## src/rtl/vec_pkg.sv

```systemverilog
// rtl/vec_pkg.sv - shared opcodes, FSM states, ALU ops and widths for the vector sequencer
package vec_pkg;

  localparam int VLEN_DEF = 4;
  localparam int DW       = 16;

  localparam logic [3:0] OP_VADD = 4'b1000;
  localparam logic [3:0] OP_VSUB = 4'b1001;
  localparam logic [3:0] OP_VMUL = 4'b1010;
  localparam logic [3:0] OP_VDIV = 4'b1011;
  localparam logic [3:0] OP_VLD  = 4'b1100;
  localparam logic [3:0] OP_VST  = 4'b1101;
  localparam logic [3:0] OP_VDOT = 4'b1110;

  typedef enum logic [2:0] {
    ST_IDLE,
    ST_EXEC,
    ST_MEM,
    ST_WAIT,
    ST_DONE
  } state_e;

  typedef enum logic [1:0] {
    ALU_ADD,
    ALU_SUB,
    ALU_MUL
  } alu_op_e;

endpackage

```

## src/rtl/vseq_lane_alu.sv

```systemverilog
// rtl/vseq_lane_alu.sv - combinational 16-bit add/sub/mul lane
// Ports:
//   op  - lane operation (add, sub, mul)
//   a,b - element operands
//   y   - result, truncated to 16 bits (mod 2^16)
module vseq_lane_alu
  import vec_pkg::*;
(
  input  alu_op_e       op,
  input  logic [DW-1:0] a,
  input  logic [DW-1:0] b,
  output logic [DW-1:0] y
);

  always_comb begin
    y = '0;
    case (op)
      ALU_ADD: y = a + b;
      ALU_SUB: y = a - b;
      ALU_MUL: y = a * b;  // low 16 bits of the product
      default: y = '0;
    endcase
  end

endmodule

```

## src/rtl/vector_sequencer.sv

```systemverilog
// rtl/vector_sequencer.sv - element-serial sequencer for vector ALU, dot product, load and store
// Ports:
//   clk, rst                 - clock, asynchronous active-high reset
//   start, opcode, ra, rb,   - instruction offer from execute; captured only when idle
//   rt, base_addr
//   busy, done               - stall request, one-cycle completion pulse
//   vrf_raddr_a/b, vrf_rdata_a/b - vector register file read ports {reg,elem}
//   wb_vwe, wb_swe, wb_addr, wb_data - vector element / scalar writeback
//   mem_req, mem_we, mem_addr, mem_wdata, mem_gnt, mem_rdata - memory port
module vector_sequencer
  import vec_pkg::*;
#(
  parameter  int VLEN = VLEN_DEF,
  localparam int EW   = $clog2(VLEN)
) (
  input  logic            clk,
  input  logic            rst,
  input  logic            start,
  input  logic [3:0]      opcode,
  input  logic [3:0]      ra,
  input  logic [3:0]      rb,
  input  logic [3:0]      rt,
  input  logic [DW-1:0]   base_addr,
  output logic            busy,
  output logic            done,
  output logic [4+EW-1:0] vrf_raddr_a,
  output logic [4+EW-1:0] vrf_raddr_b,
  input  logic [DW-1:0]   vrf_rdata_a,
  input  logic [DW-1:0]   vrf_rdata_b,
  output logic            wb_vwe,
  output logic            wb_swe,
  output logic [4+EW-1:0] wb_addr,
  output logic [DW-1:0]   wb_data,
  output logic            mem_req,
  output logic            mem_we,
  output logic [DW-1:0]   mem_addr,
  output logic [DW-1:0]   mem_wdata,
  input  logic            mem_gnt,
  input  logic [DW-1:0]   mem_rdata
);

  state_e        state_q, state_d;
  logic [EW-1:0] i_q, i_d;
  logic [DW-1:0] acc_q, acc_d;
  logic [3:0]    op_q, op_d, ra_q, ra_d, rb_q, rb_d, rt_q, rt_d;
  logic [DW-1:0] base_q, base_d;

  alu_op_e       alu_op;
  logic [DW-1:0] alu_y;
  logic          last;
  logic          is_vdot;

  assign last    = (i_q == EW'(VLEN - 1));
  assign is_vdot = (op_q == OP_VDOT);

  // vdot reuses the multiply lane; only vadd/vsub pick a different op
  always_comb begin
    alu_op = ALU_MUL;
    if (op_q == OP_VADD)      alu_op = ALU_ADD;
    else if (op_q == OP_VSUB) alu_op = ALU_SUB;
  end

  vseq_lane_alu u_alu (
    .op (alu_op),
    .a  (vrf_rdata_a),
    .b  (vrf_rdata_b),
    .y  (alu_y)
  );

  always_ff @(posedge clk or posedge rst) begin
    if (rst) begin
      state_q <= ST_IDLE;
      i_q     <= '0;
      acc_q   <= '0;
      op_q    <= '0;
      ra_q    <= '0;
      rb_q    <= '0;
      rt_q    <= '0;
      base_q  <= '0;
    end else begin
      state_q <= state_d;
      i_q     <= i_d;
      acc_q   <= acc_d;
      op_q    <= op_d;
      ra_q    <= ra_d;
      rb_q    <= rb_d;
      rt_q    <= rt_d;
      base_q  <= base_d;
    end
  end

  always_comb begin
    state_d = state_q;
    i_d     = i_q;
    acc_d   = acc_q;
    op_d    = op_q;
    ra_d    = ra_q;
    rb_d    = rb_q;
    rt_d    = rt_q;
    base_d  = base_q;
    case (state_q)
      ST_IDLE: begin
        if (start) begin
          op_d   = opcode;
          ra_d   = ra;
          rb_d   = rb;
          rt_d   = rt;
          base_d = base_addr;
          i_d    = '0;
          acc_d  = '0;
          case (opcode)
            OP_VADD, OP_VSUB, OP_VMUL, OP_VDOT: state_d = ST_EXEC;
            OP_VLD, OP_VST:                     state_d = ST_MEM;
            OP_VDIV:                            state_d = ST_DONE;
            default:                            state_d = ST_DONE;
          endcase
        end
      end
      ST_EXEC: begin
        if (is_vdot) acc_d = acc_q + alu_y;
        if (last) state_d = ST_DONE;
        else      i_d     = i_q + 1'b1;
      end
      ST_MEM: begin
        if (mem_gnt) begin
          if (op_q == OP_VLD) state_d = ST_WAIT;  // load data arrives next cycle
          else if (last)      state_d = ST_DONE;
          else                i_d     = i_q + 1'b1;
        end
      end
      ST_WAIT: begin
        if (last) begin
          state_d = ST_DONE;
        end else begin
          i_d     = i_q + 1'b1;
          state_d = ST_MEM;
        end
      end
      ST_DONE: begin
        state_d = ST_IDLE;
        i_d     = '0;
      end
      default: state_d = ST_IDLE;
    endcase
  end

  // Every output is decoded from registered state, so reset zeroes them at once
  always_comb begin
    busy        = (state_q != ST_IDLE);
    done        = 1'b0;
    vrf_raddr_a = '0;
    vrf_raddr_b = '0;
    wb_vwe      = 1'b0;
    wb_swe      = 1'b0;
    wb_addr     = '0;
    wb_data     = '0;
    mem_req     = 1'b0;
    mem_we      = 1'b0;
    mem_addr    = '0;
    mem_wdata   = '0;
    case (state_q)
      ST_EXEC: begin
        vrf_raddr_a = {ra_q, i_q};
        vrf_raddr_b = {rb_q, i_q};
        if (!is_vdot) begin
          wb_vwe  = 1'b1;
          wb_addr = {rt_q, i_q};
          wb_data = alu_y;
        end
      end
      ST_MEM: begin
        mem_req  = 1'b1;
        mem_addr = base_q + DW'(i_q);
        if (op_q == OP_VST) begin
          mem_we      = 1'b1;
          vrf_raddr_a = {ra_q, i_q};
          mem_wdata   = vrf_rdata_a;
        end
      end
      ST_WAIT: begin
        wb_vwe  = 1'b1;
        wb_addr = {rt_q, i_q};
        wb_data = mem_rdata;
      end
      ST_DONE: begin
        done = 1'b1;
        if (is_vdot) begin
          wb_swe  = 1'b1;
          wb_addr = {rt_q, {EW{1'b0}}};
          wb_data = acc_q;
        end
      end
      default: ;
    endcase
  end

endmodule

```

## config.mk

```make
export PLATFORM = sky130hd
export DESIGN_NAME = vector_sequencer
export DESIGN_NICKNAME = d
export VERILOG_FILES = /design/src/rtl/vec_pkg.sv /design/src/rtl/vseq_lane_alu.sv /design/src/rtl/vector_sequencer.sv
export SDC_FILE = /design/constraint.sdc
export NUM_CORES = 1
export LEC_CHECK = 0
export BUFFER_PORTS_ARGS = -buffer_cell sky130_fd_sc_hd__buf_2
export CAP_MARGIN = 10
export CORE_ASPECT_RATIO = 0.5
export CORE_MARGIN = 1.5
export CORE_UTILIZATION = 55
export CTS_CLUSTER_SIZE = 10
export DETAILED_ROUTE_END_ITERATION = 8
export PLACE_DENSITY = 0.79
export SYNTH_ARGS = -nofsm -noshare
export SYNTH_HDL_FRONTEND = slang
export SYNTH_SLANG_ARGS = --single-unit
```

## constraint.sdc

```tcl
create_clock -name clk -period 9.8 [get_ports clk]
set_input_delay 1.96 -clock clk [delete_from_list [all_inputs] [get_ports clk]]
set_output_delay 1.96 -clock clk [all_outputs]
set_load 0.05 [all_outputs]
```

==> flow_results.xml, run 1 <==
<?xml version="1.0" encoding="UTF-8"?>
<metrics>
  <group name="layout">
    <metric name="design.final.nets" unit="">1410</metric>
    <metric name="fin_util" unit="">0.637</metric>
    <metric name="most_common_library_cell_in_the_layout_ignoring_fill_and_taps" unit="">sky130_fd_sc_hd__buf_2</metric>
    <metric name="drive_gt1_frac" unit="">0.190</metric>
    <metric name="most_frequent_cells_in_the_layout" unit="">sky130_fd_sc_hd__buf_2, sky130_fd_sc_hd__inv_1, sky130_fd_sc_hd__nand2_1, sky130_fd_sc_hd__and2_1</metric>
    <metric name="area_growth_syn_to_layout" unit="%">12.4</metric>
  </group>
  <group name="min_path">
    <metric name="hold_path.startpoint" unit="">rb_q[3]</metric>
    <metric name="hold-path-cell-count" unit="">1</metric>
    <metric name="worstHoldEndpoint" unit="">rb_q[3]</metric>
    <metric name="worst_hold_path_type" unit="">flop to flop</metric>
  </group>
  <group name="pwr">
    <metric name="power_density" unit="nW/um2">360</metric>
    <metric name="pwr-share-clk" unit="">0.064</metric>
    <metric name="share_comb_of_total_power" unit="">0.823</metric>
    <metric name="power.share.switching" unit="">0.553</metric>
    <metric name="power.switching" unit="mW">1.97</metric>
    <metric name="power.leakage" unit="nW">5.14</metric>
    <metric name="vdd_drop_max" unit="V">0.000240</metric>
    <metric name="internal_power" unit="mW">1.59</metric>
    <metric name="share_seq_of_total_power" unit="">0.113</metric>
  </group>
  <group name="floorplanning">
    <metric name="row_count" unit="">32</metric>
    <metric name="fp.dieH" unit="um">92.3</metric>
    <metric name="io-pin-count" unit="">156</metric>
    <metric name="floorplan.die.width" unit="um">182</metric>
    <metric name="initial_utilization" unit="">0.567</metric>
    <metric name="floorplan.die_area" unit="um2">16800</metric>
    <metric name="core" unit="um2">15500</metric>
  </group>
  <group name="logic_synthesis">
    <metric name="synth-compound-area-share" unit="">0.116</metric>
    <metric name="yosys_most_used_dff" unit="">sky130_fd_sc_hd__dfrtp_1</metric>
    <metric name="synthDominantAreaCellType" unit="">sky130_fd_sc_hd__fa_1</metric>
    <metric name="synth_sequential_area_ratio" unit="">0.151</metric>
    <metric name="synth_warnings" unit="">0</metric>
    <metric name="combinational_family_with_the_most_area_after_synthesis" unit="">adder cells</metric>
    <metric name="yosys.area_share.adder" unit="">0.309</metric>
    <metric name="synth_cell_type_count" unit="">65</metric>
    <metric name="synthCells" unit="">1036</metric>
    <metric name="synthesis.area_per_instance" unit="um2">8.47</metric>
    <metric name="post_synth_and_or_nand_nor_area_fraction" unit="">0.212</metric>
    <metric name="yosys_register_bits" unit="">53</metric>
    <metric name="post_synth_mux_area_share" unit="">0.0445</metric>
    <metric name="synthXorXnorAreaFrac" unit="">0.0881</metric>
    <metric name="synth_top_area_share" unit="">0.189</metric>
    <metric name="synth_edf_count" unit="">0</metric>
    <metric name="syn_area" unit="um2">8780</metric>
    <metric name="synth_area_leaders" unit="">sky130_fd_sc_hd__fa_1, sky130_fd_sc_hd__dfrtp_1, sky130_fd_sc_hd__ha_1</metric>
    <metric name="async_reset_ff_frac" unit="">1.00</metric>
    <metric name="synth_nets" unit="">1286</metric>
  </group>
  <group name="global_routing">
    <metric name="total_global_routing_track_utilization" unit="">0.297</metric>
    <metric name="grt_antenna_before_repair" unit="">1</metric>
    <metric name="first_global_vias" unit="">7906</metric>
    <metric name="grt_start_max_net_pins" unit="">54</metric>
    <metric name="grt_remaining_overflow" unit="">0</metric>
    <metric name="wire_length_of_the_first_global_routing_pass" unit="um">39800</metric>
  </group>
  <group name="setup_path">
    <metric name="crit_start" unit="">vrf_rdata_b[4]</metric>
    <metric name="crit-reg2reg-capture" unit="">acc_q[15]</metric>
    <metric name="arrival_time_at_the_worst_endpoint" unit="ps">7640</metric>
    <metric name="worstSetupEndpointType" unit="">output pin</metric>
    <metric name="regToRegStartpoint" unit="">op_q[1]</metric>
    <metric name="worstPathRequired" unit="ps">7840</metric>
    <metric name="worst_setup_path_start_kind" unit="">input port</metric>
    <metric name="cp_max_fo" unit="">16</metric>
    <metric name="critPathKind" unit="">input port to output pin</metric>
    <metric name="r2r_setup_slack" unit="ps">4060</metric>
    <metric name="worst_r2r_path_depth" unit="">24</metric>
  </group>
  <group name="cts">
    <metric name="ctsHtreeMaxLevel" unit="">2</metric>
    <metric name="clk_latency" unit="ps">300</metric>
    <metric name="cts.root.buffer_cell" unit="">sky130_fd_sc_hd__clkbuf_16</metric>
    <metric name="clk_transition_reported_paths" unit="ps">70</metric>
    <metric name="cts_setup_buffers" unit="">0</metric>
    <metric name="cts.path.max_buffers" unit="">2</metric>
    <metric name="clock_sink_count" unit="">53</metric>
    <metric name="numCtsBuffers" unit="">5</metric>
    <metric name="cts_tree" unit="">built</metric>
  </group>
  <group name="route">
    <metric name="detail_route.drc_violations" unit="">0</metric>
    <metric name="detail_route.first_pass.iterations" unit="">5</metric>
    <metric name="detailroute.via_count" unit="">7709</metric>
    <metric name="avgRoutedWirePerCell" unit="um">17.5</metric>
    <metric name="detail_route.wirelength" unit="um">23900</metric>
    <metric name="detail_route.iter0.violations" unit="">545</metric>
    <metric name="drt-vias-per-instance" unit="">5.64</metric>
    <metric name="antenna_left" unit="">0</metric>
  </group>
  <group name="run">
    <metric name="timing.max_cap.violations" unit="">0</metric>
  </group>
  <group name="sta">
    <metric name="slew_headroom" unit="">0.376</metric>
    <metric name="timing.final.max_slew_violations" unit="">0</metric>
    <metric name="finalSetupTns" unit="ps">0</metric>
    <metric name="final-hold-violation-count" unit="">0</metric>
    <metric name="finalCritPeriodShare" unit="">0.979</metric>
    <metric name="report.final.setup_viol" unit="">0</metric>
    <metric name="fmax" unit="GHz">0.104</metric>
    <metric name="actual_slew_at_the_worst_max_slew_pin" unit="ps">932</metric>
    <metric name="grt_setup_unrepaired" unit="">false</metric>
    <metric name="period_minus_slack" unit="ps">9600</metric>
    <metric name="skew" unit="ps">9.25</metric>
  </group>
  <group name="placement">
    <metric name="globalplace.congestion" unit="">0.971</metric>
    <metric name="dp_hpwl" unit="um">18600</metric>
    <metric name="place.port_buffers" unit="">155</metric>
  </group>
  <group name="run_status">
    <metric name="run_status" unit="">finished clean</metric>
  </group>
</metrics>
==> what timing repair did <==
item,in CTS,in global routing
hold buffers,0,0
resized for setup,0,1
setup endpoints to repair,0,1
==> worst max-delay path, cell delays in order <==
cell,delay [ps]
sky130_fd_sc_hd__buf_2,230
sky130_fd_sc_hd__and2_1,230
sky130_fd_sc_hd__fa_1,530
sky130_fd_sc_hd__inv_1,50
sky130_fd_sc_hd__fa_1,460
sky130_fd_sc_hd__fa_1,500
sky130_fd_sc_hd__fa_1,540
sky130_fd_sc_hd__inv_1,50
sky130_fd_sc_hd__fa_1,470
sky130_fd_sc_hd__inv_1,50
sky130_fd_sc_hd__fa_1,470
sky130_fd_sc_hd__inv_1,60
sky130_fd_sc_hd__ha_1,340
sky130_fd_sc_hd__and3_1,170
sky130_fd_sc_hd__a211oi_1,440
sky130_fd_sc_hd__o21ai_1,110
sky130_fd_sc_hd__a21o_1,200
sky130_fd_sc_hd__xor2_1,170
sky130_fd_sc_hd__nor2_1,90
sky130_fd_sc_hd__o31ai_2,200
sky130_fd_sc_hd__buf_2,300
==> cell type report <==
class | count | area (um2)
Sequential cell | 53 | 1330
Fill cell | 1320 | 5620
Multi-Input combinational cell | 801 | 6760
Timing Repair Buffer | 160 | 816
Clock inverter | 3 | 65.1
Antenna cell | 1 | 2.50
Tap cell | 204 | 255
Inverter | 139 | 522
Clock buffer | 5 | 125
==> stage by stage <==
| stage | total power [mW] | hold slack (ps) | std cells | setup slack (ps) | area, um2 |
|---|---|---|---|---|---|
| 6_report | 3.56 | 503 | 1366 | 201 | 9870 |
| 5_1_grt | 3.87 | 523 | 1365 | 6.32 | 9870 |
| 4_1_cts | 3.51 | 505 | 1365 | 259 | 9870 |
| 3_5_place_dp | 3.26 | 489 | 1357 | 289 | 9680 |
| 3_3_place_gp | 3.17 | 481 | 1357 | 382 | 9680 |
| 2_1_floorplan | 2.65 | 472 | 1036 | 229 | 8780 |
==> routing by layer <==
metal	GRT usage	vias to the layer above	wire length [um]
li1	-	3614	-
met1	0.402	3748	10600
met2	0.492	320	11000
met3	0.0669	27	2000
met4	0.0590	0	281
met5	0	-	0
==> cells by family after synthesis <==
family	count (synthesis)
simple gates	362
buf+inv	182
fa+ha+maj	167
compound gates	152
xor+xnor	85
flops	53
mux	35
==> how the worst max path moves through the flow <==
stage             endpoint  depth (start not counted)
2_1_floorplan  wb_data[14]                         20
3_3_place_gp   wb_data[14]                         21
3_5_place_dp   wb_data[14]                         20
4_1_cts        wb_data[14]                         20
5_1_grt        wb_data[14]                         21
6_report       wb_data[14]                         21
==> cells in the mapped netlist (all sizes together) (2+ instances only) <==
library cell and count:
a211oi 6, and2 118, o2111ai 4, nor2 52, and3 11, mux2i 3
nand2 120, or2 3, xnor2 52, o21ai 42, fa 83, a222oi 4
nor3 9, nand3b 2, clkbuf 33, a21o 17, xor2 32, ha 83
dfrtp 53, a21oi 33, o41ai 2, o221ai 2, buf 10, o31ai 11
nor2b 4, nand4 5, or3 9, a31oi 5, a22oi 8, nand3 11
nor4b 2, nor3b 2, o22ai 2, or4 2, inv 139, o21bai 4
mux2 32, nand2b 8, o31a 2, a22o 6
==> registers in the layout, summed over array words and instances, names as in the netlist <==
name	cells
i_q	2
acc_q	16
rt_q	4
rb_q	4
ra_q	4
state_q	3
op_q	4
base_q	16
==> power by group through the flow <==
stage	registers (mW)	clock network [mW]	logic [mW]
4_1_cts	0.401	0.230	2.88
6_report	0.402	0.228	2.93
3_5_place_dp	0.405	0	2.85
3_3_place_gp	0.397	0	2.77
5_1_grt	0.418	0.237	3.21
2_1_floorplan	0.367	0	2.29
No activity file was read; power rests on OpenSTA's default activity.
==> run 2: changes to the inputs <==
==> constraint.sdc (replaced) <==
create_clock -name clk -period 9.8 [get_ports clk]
set_input_delay 2.94 -clock clk [delete_from_list [all_inputs] [get_ports clk]]
set_output_delay 2.94 -clock clk [all_outputs]
set_load 0.05 [all_outputs]
==> flow_results.xml, run 2 (same netlist as run 1, synthesis figures left out) <==
<?xml version="1.0" encoding="UTF-8"?>
<metrics>
  <group name="placement">
    <metric name="globalplace.congestion" unit="">0.946</metric>
    <metric name="dp_hpwl" unit="um">20400</metric>
    <metric name="place.port_buffers" unit="">155</metric>
    <metric name="dpl_cell_area" unit="um2">10500</metric>
  </group>
  <group name="cts">
    <metric name="clock_sink_count" unit="">53</metric>
    <metric name="numCtsBuffers" unit="">5</metric>
    <metric name="cts.path.max_buffers" unit="">2</metric>
    <metric name="ctsHoldBuffers" unit="">0</metric>
    <metric name="ctsHtreeMaxLevel" unit="">2</metric>
    <metric name="cts.root.buffer_cell" unit="">sky130_fd_sc_hd__clkbuf_16</metric>
    <metric name="cts_tree" unit="">built</metric>
    <metric name="clk_transition_reported_paths" unit="ps">70</metric>
    <metric name="clk_latency" unit="ps">300</metric>
  </group>
  <group name="floorplanning">
    <metric name="core" unit="um2">15500</metric>
    <metric name="initial_utilization" unit="">0.567</metric>
    <metric name="io-pin-count" unit="">156</metric>
    <metric name="floorplan.die.width" unit="um">182</metric>
    <metric name="row_count" unit="">32</metric>
    <metric name="floorplan.die_area" unit="um2">16800</metric>
    <metric name="fp.dieH" unit="um">92.3</metric>
  </group>
  <group name="min_path">
    <metric name="worst_hold_path_type" unit="">flop to flop</metric>
  </group>
  <group name="layout">
    <metric name="final-seq-area" unit="um2">1330</metric>
    <metric name="area_used_by_multi_input_combinational_logic" unit="um2">7250</metric>
    <metric name="most_common_library_cell_in_the_layout_ignoring_fill_and_taps" unit="">sky130_fd_sc_hd__buf_2</metric>
    <metric name="drive_gt1_frac" unit="">0.338</metric>
    <metric name="largestRegisters" unit="">acc_q x16, base_q x16</metric>
    <metric name="post-route-cell-area" unit="um2">11400</metric>
    <metric name="most_frequent_cells_in_the_layout" unit="">sky130_fd_sc_hd__buf_2, sky130_fd_sc_hd__inv_1, sky130_fd_sc_hd__nand2_1</metric>
    <metric name="filler_cell_count" unit="">1084</metric>
    <metric name="antennaDiodeCount" unit="">0</metric>
    <metric name="design.final.nets" unit="">1511</metric>
    <metric name="area_growth_syn_to_layout" unit="%">29.7</metric>
  </group>
  <group name="route">
    <metric name="detail_route.iter0.violations" unit="">700</metric>
    <metric name="avgRoutedWirePerCell" unit="um">18.4</metric>
    <metric name="detail_route.first_pass.iterations" unit="">6</metric>
    <metric name="detail_route.drc_violations" unit="">0</metric>
    <metric name="detail_route.wirelength" unit="um">27000</metric>
    <metric name="antenna_left" unit="">0</metric>
    <metric name="drt-vias-per-instance" unit="">5.70</metric>
    <metric name="detailroute.via_count" unit="">8358</metric>
  </group>
  <group name="sta">
    <metric name="fmax" unit="GHz">0.0909</metric>
    <metric name="report.final.setup_viol" unit="">10</metric>
    <metric name="skew" unit="ps">9.07</metric>
    <metric name="grt_setup_unrepaired" unit="">true</metric>
    <metric name="period_minus_slack" unit="ps">11000</metric>
    <metric name="final-hold-violation-count" unit="">0</metric>
    <metric name="actual_slew_at_the_worst_max_slew_pin" unit="ps">1060</metric>
    <metric name="worst_slack" unit="ps">-1200</metric>
    <metric name="finalCritPeriodShare" unit="">1.12</metric>
    <metric name="timing.final.max_slew_violations" unit="">0</metric>
    <metric name="slew_headroom" unit="">0.292</metric>
  </group>
  <group name="setup_path">
    <metric name="critical_path.most_common_cell" unit="">sky130_fd_sc_hd__fa_1</metric>
    <metric name="critical-path-slowest-cell" unit="">sky130_fd_sc_hd__fa_1</metric>
    <metric name="worst_r2r_path_depth" unit="">26</metric>
    <metric name="crit_path_cell_trace" unit="">buf_2, buf_4, and2_1, fa_1, inv_1, fa_2, fa_1, fa_1, fa_1, fa_1, inv_1, ha_1, o21a_1, nor2_1, a21oi_1, xnor2_1, nand2_1, o21ai_4, o21ai_4, buf_8</metric>
    <metric name="worstPathRequired" unit="ps">6860</metric>
    <metric name="cp_max_fo" unit="">6</metric>
    <metric name="crit-reg2reg-capture" unit="">acc_q[15]</metric>
    <metric name="worst_path_largest_cell_delay" unit="ps">560</metric>
    <metric name="worst_setup_path_start_kind" unit="">input port</metric>
    <metric name="critPathKind" unit="">input port to output pin</metric>
    <metric name="crit_start" unit="">vrf_rdata_a[9]</metric>
    <metric name="worstSetupEndpointType" unit="">output pin</metric>
    <metric name="regToRegStartpoint" unit="">op_q[1]</metric>
    <metric name="r2r_setup_slack" unit="ps">3520</metric>
    <metric name="arrival_time_at_the_worst_endpoint" unit="ps">8060</metric>
    <metric name="critical_path_end" unit="">wb_data[15]</metric>
  </group>
  <group name="global_routing">
    <metric name="grt_remaining_overflow" unit="">0</metric>
    <metric name="grt_start_max_net_pins" unit="">54</metric>
    <metric name="first_global_vias" unit="">8373</metric>
    <metric name="wire_length_of_the_first_global_routing_pass" unit="um">42400</metric>
    <metric name="total_global_routing_track_utilization" unit="">0.319</metric>
    <metric name="grt_antenna_before_repair" unit="">0</metric>
  </group>
  <group name="run">
    <metric name="timing.max_cap.violations" unit="">0</metric>
  </group>
  <group name="run_status">
    <metric name="run_status" unit="">finished, violations left</metric>
    <metric name="failed_checks" unit="">setup timing</metric>
  </group>
</metrics>
[run 2: worst min-delay path by stage]
stage	startpoint	end	slack (ps)	cells past startpoint
3_3_place_gp	ra_q[3]	ra_q[3]	480	1
4_1_cts	rb_q[2]	rb_q[2]	510	1
2_1_floorplan	ra_q[3]	ra_q[3]	470	1
3_5_place_dp	rb_q[2]	rb_q[2]	490	1
5_1_grt	rb_q[3]	rb_q[3]	520	1
6_report	rb_q[2]	rb_q[2]	510	1
[run 2: cell type report]
cell class | instances | area share
Timing Repair Buffer | 261 | 0.164
Multi-Input combinational cell | 801 | 0.637
Tap cell | 204 | 0.0224
Sequential cell | 53 | 0.116
Clock buffer | 5 | 0.0110
Inverter | 139 | 0.0460
Clock inverter | 3 | 0.00385
[run 2: worst max-delay path, delay by kind of cell]
family,cells,cell delay (ps)
buffers and inverters,5,610
adders and majority gates,7,3400
AOI/OAI and AO/OA,4,590
xor gates and xnor gates,1,140
and+or+nand+nor,3,360
[run 2: repair_timing]
item,in CTS,in global routing
gates resized for setup,105,57
endpoints found under the hold margin,0,0
setup buffers,9,11
endpoints found under the setup margin,11,11
pin swaps,45,36
[run 2: through the flow]
stage	TNS (ps)	hold slack, ps	utilization	setup slack, ps	instances
finish	-7980	507	0.735	-1200	1466
floorplan	-4570	472	-	-1080	1036
global route	-9260	520	0.735	-1370	1466
detailed placement	-9540	492	0.679	-1400	1440
global placement	-8980	480	0.679	-1330	1440
CTS	-7270	508	0.717	-1190	1456
[run 2: routing by layer]
metal | wire length (um) | vias to the layer above | global-route usage
met5 | 0 | - | 0
met1 | 11000 | 4051 | 0.417
li1 | - | 3821 | -
met2 | 12800 | 406 | 0.546
met4 | 806 | 0 | 0.0931
met3 | 2360 | 80 | 0.0590
Power of run 2 is not shown: default switching activity piles up to over one toggle a cycle in this logic, so the estimate is an artifact.
==> run 3: changes to the inputs <==
CORE_MARGIN = 2   (was 1.5)
==> flow_results.xml, run 3 (same netlist as run 1, synthesis figures left out) <==
<?xml version="1.0" encoding="UTF-8"?>
<metrics>
  <group name="layout">
    <metric name="largestRegisters" unit="">acc_q x16, base_q x16</metric>
    <metric name="most_frequent_cells_in_the_layout" unit="">sky130_fd_sc_hd__buf_2, sky130_fd_sc_hd__inv_1, sky130_fd_sc_hd__nand2_1</metric>
    <metric name="final-seq-area" unit="um2">1330</metric>
    <metric name="drive_gt1_frac" unit="">0.320</metric>
    <metric name="area_used_by_multi_input_combinational_logic" unit="um2">7210</metric>
    <metric name="filler_cell_count" unit="">1084</metric>
    <metric name="area_growth_syn_to_layout" unit="%">28.8</metric>
    <metric name="antennaDiodeCount" unit="">0</metric>
    <metric name="most_common_library_cell_in_the_layout_ignoring_fill_and_taps" unit="">sky130_fd_sc_hd__buf_2</metric>
    <metric name="design.final.nets" unit="">1508</metric>
  </group>
  <group name="run">
    <metric name="timing.max_cap.violations" unit="">0</metric>
  </group>
  <group name="cts">
    <metric name="clk_transition_reported_paths" unit="ps">70</metric>
    <metric name="cts.path.max_buffers" unit="">2</metric>
    <metric name="cts.root.buffer_cell" unit="">sky130_fd_sc_hd__clkbuf_16</metric>
    <metric name="numCtsBuffers" unit="">5</metric>
    <metric name="ctsHoldBuffers" unit="">0</metric>
    <metric name="ctsHtreeMaxLevel" unit="">2</metric>
    <metric name="clk_latency" unit="ps">290</metric>
    <metric name="cts_tree" unit="">built</metric>
    <metric name="clock_sink_count" unit="">53</metric>
  </group>
  <group name="sta">
    <metric name="actual_slew_at_the_worst_max_slew_pin" unit="ps">1020</metric>
    <metric name="finalCritPeriodShare" unit="">1.12</metric>
    <metric name="worst_slack" unit="ps">-1170</metric>
    <metric name="period_minus_slack" unit="ps">10970</metric>
    <metric name="slew_headroom" unit="">0.316</metric>
    <metric name="final-hold-violation-count" unit="">0</metric>
    <metric name="fmax" unit="GHz">0.0911</metric>
    <metric name="grt_setup_unrepaired" unit="">true</metric>
    <metric name="skew" unit="ps">5.62</metric>
    <metric name="timing.final.max_slew_violations" unit="">0</metric>
    <metric name="report.final.setup_viol" unit="">9</metric>
  </group>
  <group name="floorplanning">
    <metric name="fp.dieH" unit="um">93.3</metric>
    <metric name="io-pin-count" unit="">156</metric>
    <metric name="floorplan.die.width" unit="um">183</metric>
    <metric name="initial_utilization" unit="">0.567</metric>
    <metric name="core" unit="um2">15500</metric>
    <metric name="row_count" unit="">32</metric>
    <metric name="floorplan.die_area" unit="um2">17100</metric>
  </group>
  <group name="setup_path">
    <metric name="cp_max_fo" unit="">5</metric>
    <metric name="regToRegStartpoint" unit="">op_q[1]</metric>
    <metric name="worst_r2r_path_depth" unit="">26</metric>
    <metric name="crit-reg2reg-capture" unit="">acc_q[15]</metric>
    <metric name="critPathKind" unit="">input port to output pin</metric>
    <metric name="r2r_setup_slack" unit="ps">3680</metric>
    <metric name="worstPathRequired" unit="ps">6860</metric>
    <metric name="arrival_time_at_the_worst_endpoint" unit="ps">8030</metric>
    <metric name="worst_setup_path_start_kind" unit="">input port</metric>
    <metric name="worstSetupEndpointType" unit="">output pin</metric>
  </group>
  <group name="global_routing">
    <metric name="grt_antenna_before_repair" unit="">0</metric>
    <metric name="total_global_routing_track_utilization" unit="">0.308</metric>
    <metric name="first_global_vias" unit="">8312</metric>
    <metric name="grt_start_max_net_pins" unit="">54</metric>
    <metric name="grt_remaining_overflow" unit="">0</metric>
    <metric name="wire_length_of_the_first_global_routing_pass" unit="um">41400</metric>
  </group>
  <group name="run_status">
    <metric name="failed_checks" unit="">setup timing</metric>
    <metric name="run_status" unit="">finished, violations left</metric>
  </group>
  <group name="route">
    <metric name="detail_route.drc_violations" unit="">0</metric>
    <metric name="detail_route.wirelength" unit="um">26100</metric>
    <metric name="antenna_left" unit="">0</metric>
    <metric name="avgRoutedWirePerCell" unit="um">17.8</metric>
    <metric name="drt-vias-per-instance" unit="">5.60</metric>
    <metric name="detail_route.first_pass.iterations" unit="">6</metric>
    <metric name="detail_route.iter0.violations" unit="">558</metric>
    <metric name="detailroute.via_count" unit="">8194</metric>
  </group>
  <group name="min_path">
    <metric name="worst_hold_path_type" unit="">flop to flop</metric>
    <metric name="hold_path.startpoint" unit="">ra_q[3]</metric>
    <metric name="worstHoldEndpoint" unit="">ra_q[3]</metric>
    <metric name="hold-path-cell-count" unit="">1</metric>
  </group>
  <group name="placement">
    <metric name="place.port_buffers" unit="">155</metric>
    <metric name="globalplace.congestion" unit="">0.915</metric>
    <metric name="dp_hpwl" unit="um">20500</metric>
    <metric name="worst_slack_at_placement" unit="ps">-1420</metric>
  </group>
</metrics>
[run 3: cell count changes in the layout (fill, tap and decap cells not counted), sizes merged]
cell    delta
clkinv     -1
buf        -3
clkbuf     +2
inv        -1
[run 3: per-layer routing]
metal  vias up  GRT usage  routed length [um]
li1       3803          -                   -
met1      4008      0.416               11200
met2       325      0.529               12300
met3        58     0.0452                2030
met4         0     0.0679                 556
met5         -          0                   0
[run 3: layout make-up]
| type | count | share of cell area |
|---|---|---|
| clock buffers | 7 | 0.0126 |
| clock inverters | 1 | 0.00266 |
| inverters | 139 | 0.0461 |
| multi-input cells | 801 | 0.637 |
| flip-flops and latches | 53 | 0.117 |
| well taps | 204 | 0.0226 |
| repair buffers | 258 | 0.161 |
[run 3: how the worst max path moves through the flow]
| stage | from | to | slack, ps |
|---|---|---|---|
| after global placement | vrf_rdata_a[6] | wb_data[14] | -1380 |
| after detailed placement | vrf_rdata_a[6] | wb_data[14] | -1420 |
| after global routing | vrf_rdata_b[4] | wb_data[13] | -1320 |
| after floorplan | vrf_rdata_b[4] | wb_data[14] | -1080 |
| final | vrf_rdata_b[4] | wb_data[13] | -1170 |
| after CTS | vrf_rdata_a[7] | wb_data[14] | -1100 |
[run 3: critical path, stage by stage]
cell,delay (ps)
sky130_fd_sc_hd__buf_8,110
sky130_fd_sc_hd__and2_4,150
sky130_fd_sc_hd__fa_1,550
sky130_fd_sc_hd__inv_2,40
sky130_fd_sc_hd__fa_1,530
sky130_fd_sc_hd__fa_1,440
sky130_fd_sc_hd__fa_1,490
sky130_fd_sc_hd__inv_1,50
sky130_fd_sc_hd__fa_1,470
sky130_fd_sc_hd__inv_1,50
sky130_fd_sc_hd__fa_1,530
sky130_fd_sc_hd__inv_2,60
sky130_fd_sc_hd__ha_4,230
sky130_fd_sc_hd__buf_6,120
sky130_fd_sc_hd__and2_4,140
sky130_fd_sc_hd__a32oi_4,260
sky130_fd_sc_hd__and3_4,230
sky130_fd_sc_hd__o21ai_2,60
sky130_fd_sc_hd__o21ai_1,150
sky130_fd_sc_hd__nand2_1,130
sky130_fd_sc_hd__nand2_4,160
sky130_fd_sc_hd__buf_8,150
[run 3: through the flow]
stage,TNS (ps),util,hold slack (ps),area (um2),instances
5_1_grt,-8940,0.730,514,11300,1463
3_3_place_gp,-9080,0.682,480,10600,1444
2_1_floorplan,-4570,-,472,9050,1036
6_report,-7640,0.730,503,11300,1463
3_5_place_dp,-9360,0.682,488,10600,1444
4_1_cts,-8000,0.716,504,11100,1458
[run 3: repair_timing]
item / in CTS / in global routing
pin swaps: 36 / 21
resized for setup: 85 / 44
gates cloned: 1 / 0
setup buffers: 6 / 5
endpoints found under the setup margin: 11 / 11
Power of run 3 is left out for the same reason.
